### config.mk
export PLATFORM = sky130hd
export DESIGN_NAME = ps2_key_sequencer_flat
export DESIGN_NICKNAME = d
export VERILOG_FILES = /design/src/rtl/ps2_key_sequencer_if.sv /design/src/rtl/ps2_key_sequencer.sv /design/src/flat_wrapper.sv
export SDC_FILE = /design/constraint.sdc
export NUM_CORES = 1
export LEC_CHECK = 0
export BUFFER_PORTS_ARGS = -buffer_cell sky130_fd_sc_hd__buf_4
export CAP_MARGIN = 20
export CORE_MARGIN = 2
export CORE_UTILIZATION = 32
export CTS_CLUSTER_SIZE = 8
export DETAILED_ROUTE_END_ITERATION = 7
export SETUP_SLACK_MARGIN = 0.2
export SLEW_MARGIN = 20
export SYNTH_ARGS = -nofsm -noshare
export SYNTH_HDL_FRONTEND = slang
export SYNTH_SLANG_ARGS = --single-unit
export TNS_END_PERCENT = 100
### constraint.sdc
create_clock -name clk -period 2.35 [get_ports clk]
set_input_delay 0.47 -clock clk [delete_from_list [all_inputs] [get_ports clk]]
set_output_delay 0.47 -clock clk [all_outputs]
set_load 0.02 [all_outputs]
### src/rtl/ps2_key_sequencer_if.sv
// Bus between the PS/2 key sequencer, its receiver/lookup and the CPU read port.
// The master side drives scan bytes, lookup results and the pop/clear strobes.
interface ps2_key_sequencer_if #(
  parameter int AW = 3
);
  logic [7:0]  scan_code;
  logic        scan_valid;
  logic [7:0]  key_code;
  logic [7:0]  ascii_code;
  logic        rd_en;
  logic [7:0]  data_out;
  logic        empty;
  logic        full;
  logic [AW:0] count;
  logic        overflow;
  logic        overrun;
  logic        clr_err;

  modport master (
    output scan_code, scan_valid, ascii_code, rd_en, clr_err,
    input  key_code, data_out, empty, full, count, overflow, overrun
  );

  modport slave (
    input  scan_code, scan_valid, ascii_code, rd_en, clr_err,
    output key_code, data_out, empty, full, count, overflow, overrun
  );
endinterface

### src/rtl/ps2_key_sequencer.sv
// PS/2 set-2 make/break/extended decoder feeding an ASCII lookup, with a FWFT char FIFO.
// Optional SHIFT_CASE_EN: track L/R shift and fold unshifted A..Z to lower case.
module ps2_key_sequencer #(
  parameter int DEPTH = 8,
  parameter int AW    = 3
) (
  input  logic                 clk,
  input  logic                 reset_n,
  ps2_key_sequencer_if.slave   bus
);

  typedef enum logic [2:0] {
    S_IDLE,
    S_BRK,
    S_EXT,
    S_EXT_BRK,
    S_LOOKUP
  } state_t;

  localparam logic [7:0] SC_BRK    = 8'hF0;
  localparam logic [7:0] SC_EXT    = 8'hE0;
  localparam logic [7:0] SC_LSHIFT = 8'h12;
  localparam logic [7:0] SC_RSHIFT = 8'h59;

  state_t      state_q, state_d;
  logic [7:0]  key_code_q, key_code_d;
  logic        overrun_q, overrun_d;
  logic        overflow_q, overflow_d;
  logic [AW:0] wr_ptr_q, wr_ptr_d;
  logic [AW:0] rd_ptr_q, rd_ptr_d;
  logic [7:0]  mem_q [DEPTH];

  logic        is_shift;
  logic        overrun_set;
  logic        push_req;
  logic        do_push;
  logic        do_pop;
  logic        overflow_set;
  logic        fifo_full;
  logic        fifo_empty;
  logic [7:0]  push_data;

  assign is_shift = (bus.scan_code == SC_LSHIFT) || (bus.scan_code == SC_RSHIFT);

  // Decoder: every state but LOOKUP waits for a scan strobe.
  always_comb begin
    state_d     = state_q;
    key_code_d  = key_code_q;
    overrun_set = 1'b0;
    case (state_q)
      S_IDLE: begin
        if (bus.scan_valid) begin
          if (bus.scan_code == SC_BRK) begin
            state_d = S_BRK;
          end else if (bus.scan_code == SC_EXT) begin
            state_d = S_EXT;
          end else if (!is_shift) begin
            state_d    = S_LOOKUP;
            key_code_d = bus.scan_code;
          end
        end
      end
      S_BRK: begin
        if (bus.scan_valid) state_d = S_IDLE;
      end
      S_EXT: begin
        if (bus.scan_valid) state_d = (bus.scan_code == SC_BRK) ? S_EXT_BRK : S_IDLE;
      end
      S_EXT_BRK: begin
        if (bus.scan_valid) state_d = S_IDLE;
      end
      S_LOOKUP: begin
        state_d     = S_IDLE;
        overrun_set = bus.scan_valid;
      end
      default: state_d = S_IDLE;
    endcase
  end

`ifdef SHIFT_CASE_EN
  logic [1:0] shift_q, shift_d;

  always_comb begin
    shift_d = shift_q;
    if (bus.scan_valid && (state_q == S_IDLE)) begin
      if (bus.scan_code == SC_LSHIFT) shift_d[0] = 1'b1;
      if (bus.scan_code == SC_RSHIFT) shift_d[1] = 1'b1;
    end else if (bus.scan_valid && (state_q == S_BRK)) begin
      if (bus.scan_code == SC_LSHIFT) shift_d[0] = 1'b0;
      if (bus.scan_code == SC_RSHIFT) shift_d[1] = 1'b0;
    end
  end

  always_ff @(posedge clk or negedge reset_n) begin
    if (!reset_n) shift_q <= 2'b00;
    else          shift_q <= shift_d;
  end

  function automatic logic [7:0] fold_case(input logic [7:0] a, input logic shift_held);
    if (!shift_held && (a >= 8'h41) && (a <= 8'h5A)) return a + 8'h20;
    return a;
  endfunction

  assign push_data = fold_case(bus.ascii_code, |shift_q);
`else
  assign push_data = bus.ascii_code;
`endif

  // FIFO: one extra pointer bit separates full from empty.
  assign fifo_empty   = (wr_ptr_q == rd_ptr_q);
  assign fifo_full    = (wr_ptr_q[AW] != rd_ptr_q[AW]) &&
                        (wr_ptr_q[AW-1:0] == rd_ptr_q[AW-1:0]);
  assign push_req     = (state_q == S_LOOKUP);
  assign do_pop       = bus.rd_en && !fifo_empty;
  assign do_push      = push_req && (!fifo_full || do_pop);
  assign overflow_set = push_req && fifo_full && !do_pop;

  always_comb begin
    wr_ptr_d   = wr_ptr_q + {{AW{1'b0}}, do_push};
    rd_ptr_d   = rd_ptr_q + {{AW{1'b0}}, do_pop};
    overflow_d = (overflow_q && !bus.clr_err) || overflow_set;
    overrun_d  = (overrun_q  && !bus.clr_err) || overrun_set;
  end

  always_ff @(posedge clk or negedge reset_n) begin
    if (!reset_n) begin
      state_q    <= S_IDLE;
      key_code_q <= 8'h00;
      overrun_q  <= 1'b0;
      overflow_q <= 1'b0;
      wr_ptr_q   <= '0;
      rd_ptr_q   <= '0;
    end else begin
      state_q    <= state_d;
      key_code_q <= key_code_d;
      overrun_q  <= overrun_d;
      overflow_q <= overflow_d;
      wr_ptr_q   <= wr_ptr_d;
      rd_ptr_q   <= rd_ptr_d;
    end
  end

  // Storage is not reset; the empty mux hides stale contents.
  always_ff @(posedge clk) begin
    if (do_push) mem_q[wr_ptr_q[AW-1:0]] <= push_data;
  end

  assign bus.key_code = key_code_q;
  assign bus.data_out = fifo_empty ? 8'h00 : mem_q[rd_ptr_q[AW-1:0]];
  assign bus.empty    = fifo_empty;
  assign bus.full     = fifo_full;
  assign bus.count    = wr_ptr_q - rd_ptr_q;
  assign bus.overflow = overflow_q;
  assign bus.overrun  = overrun_q;

endmodule

### src/flat_wrapper.sv
// flat-port wrapper written by rule: the top's interface ports become plain ports
module ps2_key_sequencer_flat 
#(
  parameter int DEPTH = 8,
  parameter int AW    = 3
)
  (clk, reset_n, bus_scan_code, bus_scan_valid, bus_ascii_code, bus_rd_en, bus_clr_err, bus_key_code, bus_data_out, bus_empty, bus_full, bus_count, bus_overflow, bus_overrun);
  ps2_key_sequencer_if #(.AW(AW)) bus_i ();
  input  logic clk;
  input  logic reset_n;
  input wire logic [$bits(bus_i.scan_code)-1:0] bus_scan_code;
  input wire logic [$bits(bus_i.scan_valid)-1:0] bus_scan_valid;
  input wire logic [$bits(bus_i.ascii_code)-1:0] bus_ascii_code;
  input wire logic [$bits(bus_i.rd_en)-1:0] bus_rd_en;
  input wire logic [$bits(bus_i.clr_err)-1:0] bus_clr_err;
  output wire logic [$bits(bus_i.key_code)-1:0] bus_key_code;
  output wire logic [$bits(bus_i.data_out)-1:0] bus_data_out;
  output wire logic [$bits(bus_i.empty)-1:0] bus_empty;
  output wire logic [$bits(bus_i.full)-1:0] bus_full;
  output wire logic [$bits(bus_i.count)-1:0] bus_count;
  output wire logic [$bits(bus_i.overflow)-1:0] bus_overflow;
  output wire logic [$bits(bus_i.overrun)-1:0] bus_overrun;
  assign bus_i.scan_code = bus_scan_code;
  assign bus_i.scan_valid = bus_scan_valid;
  assign bus_i.ascii_code = bus_ascii_code;
  assign bus_i.rd_en = bus_rd_en;
  assign bus_i.clr_err = bus_clr_err;
  assign bus_key_code = bus_i.key_code;
  assign bus_data_out = bus_i.data_out;
  assign bus_empty = bus_i.empty;
  assign bus_full = bus_i.full;
  assign bus_count = bus_i.count;
  assign bus_overflow = bus_i.overflow;
  assign bus_overrun = bus_i.overrun;
  ps2_key_sequencer #(.DEPTH(DEPTH), .AW(AW)) u_core (.clk(clk), .reset_n(reset_n), .bus(bus_i));
endmodule
## After elaboration in Yosys (flattened, before gate mapping)

Memory sizes are Yosys's and may differ from the RTL's.
Index checks and enable logic that the tools add are counted.

| operators by class | value |
|---|---|
| $add $sub $neg | 3 |
| eq/ne operators | 15 |
| mux-type cells | 12 |
| reductions and logical operators | 19 |
| bitwise logic cells | 3 |

Operator list:

| kind | count |
|---|---|
| 2-to-1 mux 3 bit | 6 |
| equality test 8 bit, second input constant | 2 |
| one-hot mux 3 bit (3 select lines) | 1 |
| adder 4 x 1 -> 4 bit | 2 |
| equality test 8 x 5 -> 1 bit, second input constant | 1 |
| equality test 8 x 7 -> 1 bit, second input constant | 1 |
| 2-to-1 mux 8 bit | 1 |
| logical AND 1 bit | 7 |
| equality test 3 x 2 -> 1 bit, second input constant | 2 |
| AND reduction 5 bit | 1 |
| equality test 4 bit | 1 |
| zero test 1 bit | 4 |
| logical OR 1 bit | 4 |
| != test 2 bit, second input constant | 2 |
| != test 4 bit, second input constant | 1 |
| AND reduction 4 bit | 1 |
| subtractor 4 bit | 1 |
| equality test 3 x 1 -> 1 bit, second input constant | 1 |
| equality test 3 bit | 1 |
| equality test 3 bit, second input constant | 1 |
| zero test 3 bit | 1 |
| 2-to-1 mux 1 bit | 3 |
| NOT 1 bit | 3 |
| 2-to-1 mux 2 bit | 1 |
| other kinds (3) | 3 |

| word-level totals | value |
|---|---|
| memories | 1 |
| output and inout bits | 24 |
| word-level logic and storage cells | 59 |
| memory bits (writable) | 64 |
| register bits | 21 |

Memory list:

| name | words | bits a word | read ports | clocked after memory_dff | write ports | RTL line | RTL |
|---|---|---|---|---|---|---|---|
| u_core.mem_q | 8 | 8 | 1 | 0 | 1 | ps2_key_sequencer.sv:31 | `logic [7:0] mem_q [DEPTH];` |

## Longest topological paths before layout

Gate-level depths: netlist of the first run.

| depth | value |
|---|---|
| depth in word-level cells | 7 |
| gate-level depth with buffers | 10 |
| depth with buffers taken out | 8 |

## Worst setup path before layout of the first run

Ideal clock, no wire load.

| timing | value |
|---|---|
| path type | reg2reg |
| start | reg u_core.rd_ptr_q[1] |
| end | mem u_core.mem_q[1][0] (enable) |
| data required time | 1.967 ns |
| path slack | -0.190 ns |
| period minus slack after synthesis | 2.540 ns |
| buffers on the path | 2 |
| setup time | 0.383 ns |
| arrival time | 2.156 ns |
| cell stages (with the launch flop) | 9 |
| cells stage by stage | dfrtp_1 buf_2 buf_2 inv_1 ha_1 nand3_1 o311a_1 nand2_1 nor3_1 |

| between the ends | value |
|---|---|
| cells in the longest elaborated chain, start to end | 7 |

RTL lines:

| what | RTL line | RTL |
|---|---|---|
| start, declared | ps2_key_sequencer.sv:30 | `logic [AW:0] rd_ptr_q, rd_ptr_d;` |
| start signal, assigned | ps2_key_sequencer.sv:139 | `rd_ptr_q <= rd_ptr_d;` |
| equality test 4 bit or equality test 3 bit (tied branches) | ps2_key_sequencer.sv:110, ps2_key_sequencer.sv:112 |  |
| zero test 1 bit or logical AND 1 bit (tied branches) | ps2_key_sequencer.sv:114, ps2_key_sequencer.sv:111 |  |
| logical AND 1 bit or zero test 1 bit (tied branches) | ps2_key_sequencer.sv:114, ps2_key_sequencer.sv:115 |  |
| logical OR 1 bit (*) | ps2_key_sequencer.sv:115 | `assign do_push = push_req && (!fifo_full \|\| do_pop);` |
| logical AND 1 bit (*) | ps2_key_sequencer.sv:115 |  |
| 2-to-1 mux 1 bit (*) | ps2_key_sequencer.sv:145 | `if (do_push) mem_q[wr_ptr_q[AW-1:0]] <= push_data;` |
| 2-to-1 mux 1 bit (not written as such) (*) | ps2_key_sequencer.sv:145 |  |
| end, declared | ps2_key_sequencer.sv:31 |  |

Mark *: on every way between the ends. The rest lies on a longest branch, timed or not.

## Final worst setup path of the first run

| timing | value |
|---|---|
| start | reg u_core.rd_ptr_q[0] |
| end | out bus_data_out[1] |

| between the ends | value |
|---|---|
| cells in the longest elaborated chain, start to end | 2 |

RTL lines:

| what | RTL line | RTL |
|---|---|---|
| memory (8 x 8 bit) or equality test 4 bit (tied branches) | -- |  |
| 2-to-1 mux 8 bit (*) | ps2_key_sequencer.sv:149 | `assign bus.data_out = fifo_empty ? 8'h00 : mem_q[rd_ptr_q[AW-1:0]];` |
| end, declared | flat_wrapper.sv:17 | `output wire logic [$bits(bus_i.data_out)-1:0] bus_data_out;` |

Marks and branches as above.

==> results of run 1 <==
-- state kept, by name, summed over array words and instances (netlist names) --
register             cells
u_core.rd_ptr_q          4
u_core.state_q           3
u_core.wr_ptr_q          4
u_core.bus.overflow      1
u_core.bus.overrun       1
u_core.bus.key_code      8
u_core.mem_q            64
-- path summary, 6_finish.rpt --
path	cells after the start	slack, ns	start	end
max in group asynchronous	2	1.57	reset_n	u_core.wr_ptr_q[0]
setup / recovery	6	0.05	u_core.rd_ptr_q[0]	bus_data_out[1]
hold / removal	2	0.29	bus_clr_err	u_core.bus.overflow
hold reg to reg	1	0.51	u_core.bus.key_code[1]	u_core.bus.key_code[1]
setup reg to reg	8	0.26	u_core.rd_ptr_q[0]	u_core.mem_q[1][3]
min in group asynchronous	2	0.53	reset_n	u_core.bus.overrun
-- per-layer routing --
metal | global-route usage [%] | vias to the layer above
met5 | 0 | -
met4 | 7.05 | 0
met3 | 2.07 | 10
met2 | 21.9 | 27
met1 | 17.4 | 1011
li1 | - | 943
-- cell usage in the layout, fill, tap and decap left out, drive strengths merged --
| cell type | synthesis | layout |
|---|---|---|
| a21boi | 1 | 1 |
| a21o | 1 | 1 |
| a21oi | 10 | 10 |
| a22o | 3 | 3 |
| and4b | 1 | 1 |
| buf | 4 | 62 |
| clkbuf | 2 | 10 |
| clkinv | 1 | 2 |
| clkinvlp | 0 | 2 |
| dfrtp | 21 | 21 |
| dlygate4sd3 | 0 | 1 |
| edfxtp | 64 | 64 |
| fa | 1 | 1 |
| ha | 7 | 7 |
| inv | 11 | 14 |
| mux2 | 5 | 5 |
| mux4 | 16 | 16 |
| nand2 | 21 | 21 |
| nand2b | 1 | 1 |
| nand3 | 5 | 5 |
| nand4b | 2 | 2 |
| nor2 | 11 | 11 |
| nor2b | 1 | 1 |
| nor3 | 2 | 2 |
| nor3b | 1 | 1 |
| nor4b | 4 | 4 |
| o21ai | 3 | 3 |
| o311a | 1 | 1 |
| o31a | 1 | 1 |
| o32a | 1 | 1 |
| or2b | 1 | 1 |
| xnor2 | 5 | 5 |
| xor2 | 2 | 2 |
-- cell type report --
cell class                      count  share of cell area, %
Multi-Input combinational cell    107                   26.7
Tap cell                          140                   3.76
Inverter                           12                   1.02
Clock inverter                      6                  0.967
Clock buffer                       10                   2.74
Timing Repair Buffer               63                   12.1
Sequential cell                    85                   52.6
-- kinds of logic (layout without fill, tap and decap cells) --
| group | after synthesis | count (layout) | share of synthesized area (%) |
|---|---|---|---|
| DFF | 85 | 85 | 68.6 |
| and+or+nand+nor | 50 | 50 | 7.68 |
| AOI/OAI and AO/OA | 21 | 21 | 3.96 |
| muxes | 21 | 21 | 12.6 |
| buffers and inverters | 18 | 91 | 2.39 |
| adders and majority gates | 8 | 8 | 3.02 |
| xor gates and xnor gates | 7 | 7 | 1.72 |
-- through the flow --
step / hold slack, ns / utilization, % / setup slack (ns) / TNS [ns]
floorplan: 0.174 / - / 0.227 / 0
global placement: 0.376 / 38.6 / 0.246 / 0
detailed placement: 0.382 / 38.6 / 0.265 / 0
CTS: 0.276 / 42.2 / 0.0273 / 0
global route: 0.297 / 42.9 / -0.0279 / -0.0861
finish: 0.290 / 42.9 / 0.0539 / 0
-- synth_stat cells (2+ instances only) --
master | number | area [um^2]
edfxtp_1 | 64 | 1920
dfrtp_1 | 21 | 526
nand2_1 | 21 | 78.8
inv_1 | 11 | 41.3
a21oi_1 | 10 | 50.1
nor2_1 | 10 | 37.5
mux4_1 | 9 | 236
ha_1 | 7 | 87.6
mux4_2 | 7 | 158
mux2_2 | 5 | 56.3
xnor2_1 | 5 | 43.8
nand3_1 | 4 | 20.0
a22o_2 | 3 | 30.0
buf_2 | 2 | 10.0
buf_6 | 2 | 22.5
clkbuf_1 | 2 | 7.51
nand4b_1 | 2 | 17.5
nor3_1 | 2 | 10.0
nor4b_1 | 2 | 17.5
o21ai_0 | 2 | 10.0
xor2_1 | 2 | 17.5
-- timing repair --
item / in CTS / in global routing
cloned: 1 / 0
pin swaps: 6 / 3
hold endpoints to repair: 21 / 0
setup buffers: 8 / 0
gates resized for setup: 26 / 27
hold buffers: 1 / 0
endpoints found under the setup margin: 13 / 52
-- where the power goes --
group / switching (mW) / leakage (nW) / internal [mW] / total (mW)
sequential: 0.133 / 0.834 / 1.84 / 1.97
combinational: 1.60 / 0.810 / 1.50 / 3.10
clock: 0.523 / 0.0809 / 0.390 / 0.912
total: 2.26 / 1.72 / 3.73 / 5.99
==> results.json, run 1 <==
{
  "fin_nets": 307,
  "post_drt_wl_per_cell_um": 17.4,
  "powerDensity_nw_per_um2": 1290,
  "seq_area_um2": 2450,
  "tightest_slew_ns": 0.356,
  "insertion_delay_ns": 0.36,
  "cp_top_family": "multiplexers",
  "critPathKind": "reg -> out",
  "synth_edf_count": 64,
  "slew_headroom_pct": 76.0,
  "power_mw": 5.99,
  "cp_max_fo": 8,
  "dp_cells": 397,
  "post_dp_cell_area_um2": 4180,
  "vias": 1991,
  "finalNonFillerCells": 423,
  "fin_worst_skew_ns": 0.0144,
  "coreArea_um2": 10800,
  "avgSynthCellArea_um2": 17.0,
  "synth_ff_type": "edfxtp_1",
  "fin_crit_ns": 2.30,
  "path_cells": "buf_12 > buf_16 > mux4_2 > nand2_2 > a21oi_2 > buf_4",
  "yosysWarnings": 0,
  "cp_data_required_time_ns": 1.88,
  "async_flop_share_pct": 24.7,
  "cpMaxStageDelayCell": "mux4_2",
  "maxSlewViolCount": 0,
  "fmax_mhz": 436,
  "fin_crit_sh_pct": 97.7,
  "rsz0062_at_grt": "yes",
  "worstSetupEndpointType": "output port",
  "die-area_um2": 12000,
  "power.leakage_nw": 1.72,
  "critPathBufInv": 3,
  "max_stage_delay_ns": 0.51,
  "dr.pass1.iters": 4,
  "setup_violations": 0,
  "multi_input_area_um2": 1240,
  "routabilityCongestion": 0.731,
  "grt_usage_pct": 13.4,
  "drc": 0,
  "cts_root_buffer": "clkbuf_8",
  "antenna_found_initial": 0,
  "drive_gt1_share_pct": 48.1,
  "ys_ff_latch": 85,
  "numCtsBuffers": 9,
  "dr_wl_met3_um": 198,
  "grt-ovfl-total": 0,
  "cp.arrival_ns": 1.83,
  "area_growth_pct": 30.5,
  "clock-sinks": 85,
  "hp-class": "in -> reg",
  "cts_tree": "built",
  "diodes": 0,
  "synth_nets": 239,
  "final-hold-violation-count": 0,
  "die_y_um": 110,
  "viasPerCell": 4.71,
  "ant_nets": 0,
  "first_iter_violations": 88,
  "start_kind": "flop",
  "wl_met1_um": 3180,
  "grt_pass1_wl_um": 11600,
  "io_pins": 45,
  "ys_seq_area_share_pct": 68.6,
  "top_layer": "met4",
  "start_util_pct": 32.9,
  "design_area_um2": 4660,
  "rows": 38,
  "wirelength_um": 7380,
  "grt_max_degree": 22,
  "clk_pin_slew_ns": 0.09,
  "max_cap_violations": 0,
  "synthDistinctLibCells": 38,
  "cts_buffer_depth": 2,
  "status": "finished, final reports clean",
  "die_w_um": 110,
  "hpwlAfterDp_um": 4770,
  "cts-htree-levels": 3,
  "ir_worst_vdd_v": 0.000804,
  "synth_cells": 210,
  "fillers": 981,
  "syn-cell-area_um2": 3570,
  "grt_pass1_vias": 2130,
  "port_buffers": 44,
  "wl_met2_um": 3840
}
Note: power is estimated with default switching activity, not from simulation.
==> run 2, diff against run 1 <==
SETUP_SLACK_MARGIN = 0.15   (was 0.2)
==> run 2 against run 1 <==
  * First-iteration DRC count grew 38%
  * Clock-buffer cell count fell by 1
  * Wire length grew 0.46%
  * Hold slack about the same
  * Clock skew down 0.0065 ns
  * Combinational power fell by 9.7%
  * Sequential share of layout area grew 2.0 points
  * Critical endpoint is now bus_data_out[3]
  * Register-to-register slack worse by 0.05 ns
==> results.json, run 2 (synthesis gave the netlist of run 1 again) <==
{
  "path_cells": "ha_1 > nand3_2 > nor2_4 > buf_12 > a21oi_1 > buf_4",
  "viasPerCell": 4.76,
  "diodes": 0,
  "worst_slack_ns": 0.0657,
  "powerDensity_nw_per_um2": 1270,
  "grt_pass1_vias": 1993,
  "io_pins": 45,
  "largest_reg_flops": 64,
  "max_cap_violations": 0,
  "drc": 0,
  "fin_crit_ns": 2.28,
  "area_growth_pct": 25.7,
  "power.leakage_nw": 1.66,
  "cts_root_buffer": "clkbuf_8",
  "insertion_delay_ns": 0.36,
  "numCtsBuffers": 9,
  "cts_buffer_depth": 2,
  "grt_usage_pct": 13.4,
  "hpwlAfterDp_um": 4970,
  "start_util_pct": 32.9,
  "drive_gt1_share_pct": 44.8,
  "ant_nets": 0,
  "status": "finished, final reports clean",
  "sw_frac_of_total_pct": 37.8,
  "final_util_pct": 41.4,
  "slew_headroom_pct": 65.7,
  "die_w_um": 110,
  "internal_power_mw": 3.54,
  "cp_data_required_time_ns": 1.88,
  "pwr-share-clk_pct": 16.3,
  "grt-ovfl-total": 0,
  "routabilityCongestion": 0.761,
  "cts-htree-levels": 3,
  "post_drt_wl_per_cell_um": 17.8,
  "die-area_um2": 12000,
  "wirelength_um": 7410,
  "fmax_mhz": 438,
  "clk_pin_slew_ns": 0.08,
  "grt_max_degree": 22,
  "p_sw_mw": 2.15,
  "worstSetupEndpointType": "output port",
  "vias": 1987,
  "ir_worst_vdd_v": 0.000587,
  "setup_violations": 0,
  "coreArea_um2": 10800,
  "r2r_slack_ns": 0.21,
  "grt_pass1_wl_um": 11400,
  "port_buffers": 44,
  "first_iter_violations": 121,
  "final_common_cell": "edfxtp_1",
  "cpMaxStageDelayCell": "dfrtp_2",
  "final-hold-violation-count": 0,
  "cp_max_fo": 7,
  "max_stage_delay_ns": 0.47,
  "die_y_um": 110,
  "cts_tree": "built",
  "rsz0062_at_grt": "yes",
  "fin_nets": 302,
  "critPathKind": "reg -> out",
  "antenna_found_initial": 0,
  "rows": 38,
  "start_kind": "flop",
  "dp_slack_ns": 0.202,
  "dr.pass1.iters": 4,
  "tightest_slew_ns": 0.513,
  "fin_crit_sh_pct": 97.2,
  "cp.arrival_ns": 1.81,
  "hp-class": "in -> reg",
  "layout_common_cells": "edfxtp_1, buf_4, dfrtp_1",
  "seqPwrFrac_pct": 34.4,
  "fin_worst_skew_ns": 0.00796,
  "maxSlewViolCount": 0,
  "combPwrFrac_pct": 49.3,
  "clock-sinks": 85
}
==> run 2: cell count changes in the layout (fill, tap and decap cells not counted), moves of 3 or more <==
cell    previous run  this run
mux4_2            10        16
buf_4             47        50
buf_6             12         1
ha_4               4         1
ha_1               3         6
mux4_1             6         0
==> run 2: worst paths after layout <==
kind,from,endpoint,cells past startpoint
setup / recovery,u_core.rd_ptr_q[0],bus_data_out[3],6
hold / removal,bus_clr_err,u_core.bus.overflow,2
setup reg to reg,u_core.rd_ptr_q[0],u_core.mem_q[0][0],6
hold reg to reg,u_core.rd_ptr_q[3],u_core.rd_ptr_q[3],1
max in group asynchronous,reset_n,u_core.rd_ptr_q[0],2
min in group asynchronous,reset_n,u_core.bus.overflow,2
==> run 2: what timing repair did <==
item / in CTS / in global routing
buffers inserted: 3 / 1
resized for setup: 20 / 10
pin swaps: 13 / 2
cloned: 1 / 0
hold buffers: 1 / 0
setup endpoints to repair: 12 / 45
endpoints found under the hold margin: 21 / 0
==> run 2: worst max-delay path, delay by kind of cell, from the launching register on <==
| kind | cells | cell delay, ns |
|---|---|---|
| compound gates | 1 | 0.16 |
| simple gates | 2 | 0.18 |
| buf+inv | 2 | 0.30 |
| fa+ha+maj | 1 | 0.35 |
| flops | 1 | 0.47 |
==> run 2: power groups by stage <==
stage	registers, mW	logic (mW)	clock network [mW]
2_1_floorplan	2.00	1.51	0
3_3_place_gp	1.96	2.42	0
3_5_place_dp	1.96	2.44	0
4_1_cts	1.96	2.74	0.954
5_1_grt	1.98	3.02	1.01
6_report	1.96	2.80	0.925
==> run 2: layout make-up <==
class                           count  area [um^2]
Timing Repair Buffer               58          514
Sequential cell                    85         2450
Clock inverter                      6         47.5
Inverter                           12         45.0
Multi-Input combinational cell    107         1130
Tap cell                          140          175
Fill cell                        1004         6360
Clock buffer                        9          124
==> run 2: layer usage <==
metal,up-vias,routed length (um),GRT usage (%)
met5,-,0,0
met4,0,113,5.42
met3,9,327,2.55
met2,44,3880,21.7
met1,1010,3090,17.7
li1,924,-,-
==> run 2: per-stage QoR <==
stage,std cells,power (mW),area (um^2),TNS [ns],hold slack (ns)
floorplan,210,3.50,3630,0,0.174
global placement,396,4.38,4150,0,0.370
detailed placement,396,4.40,4150,0,0.376
CTS,416,5.66,4440,0,0.274
global route,417,6.01,4480,-0.0615,0.293
finish,417,5.68,4480,0,0.290
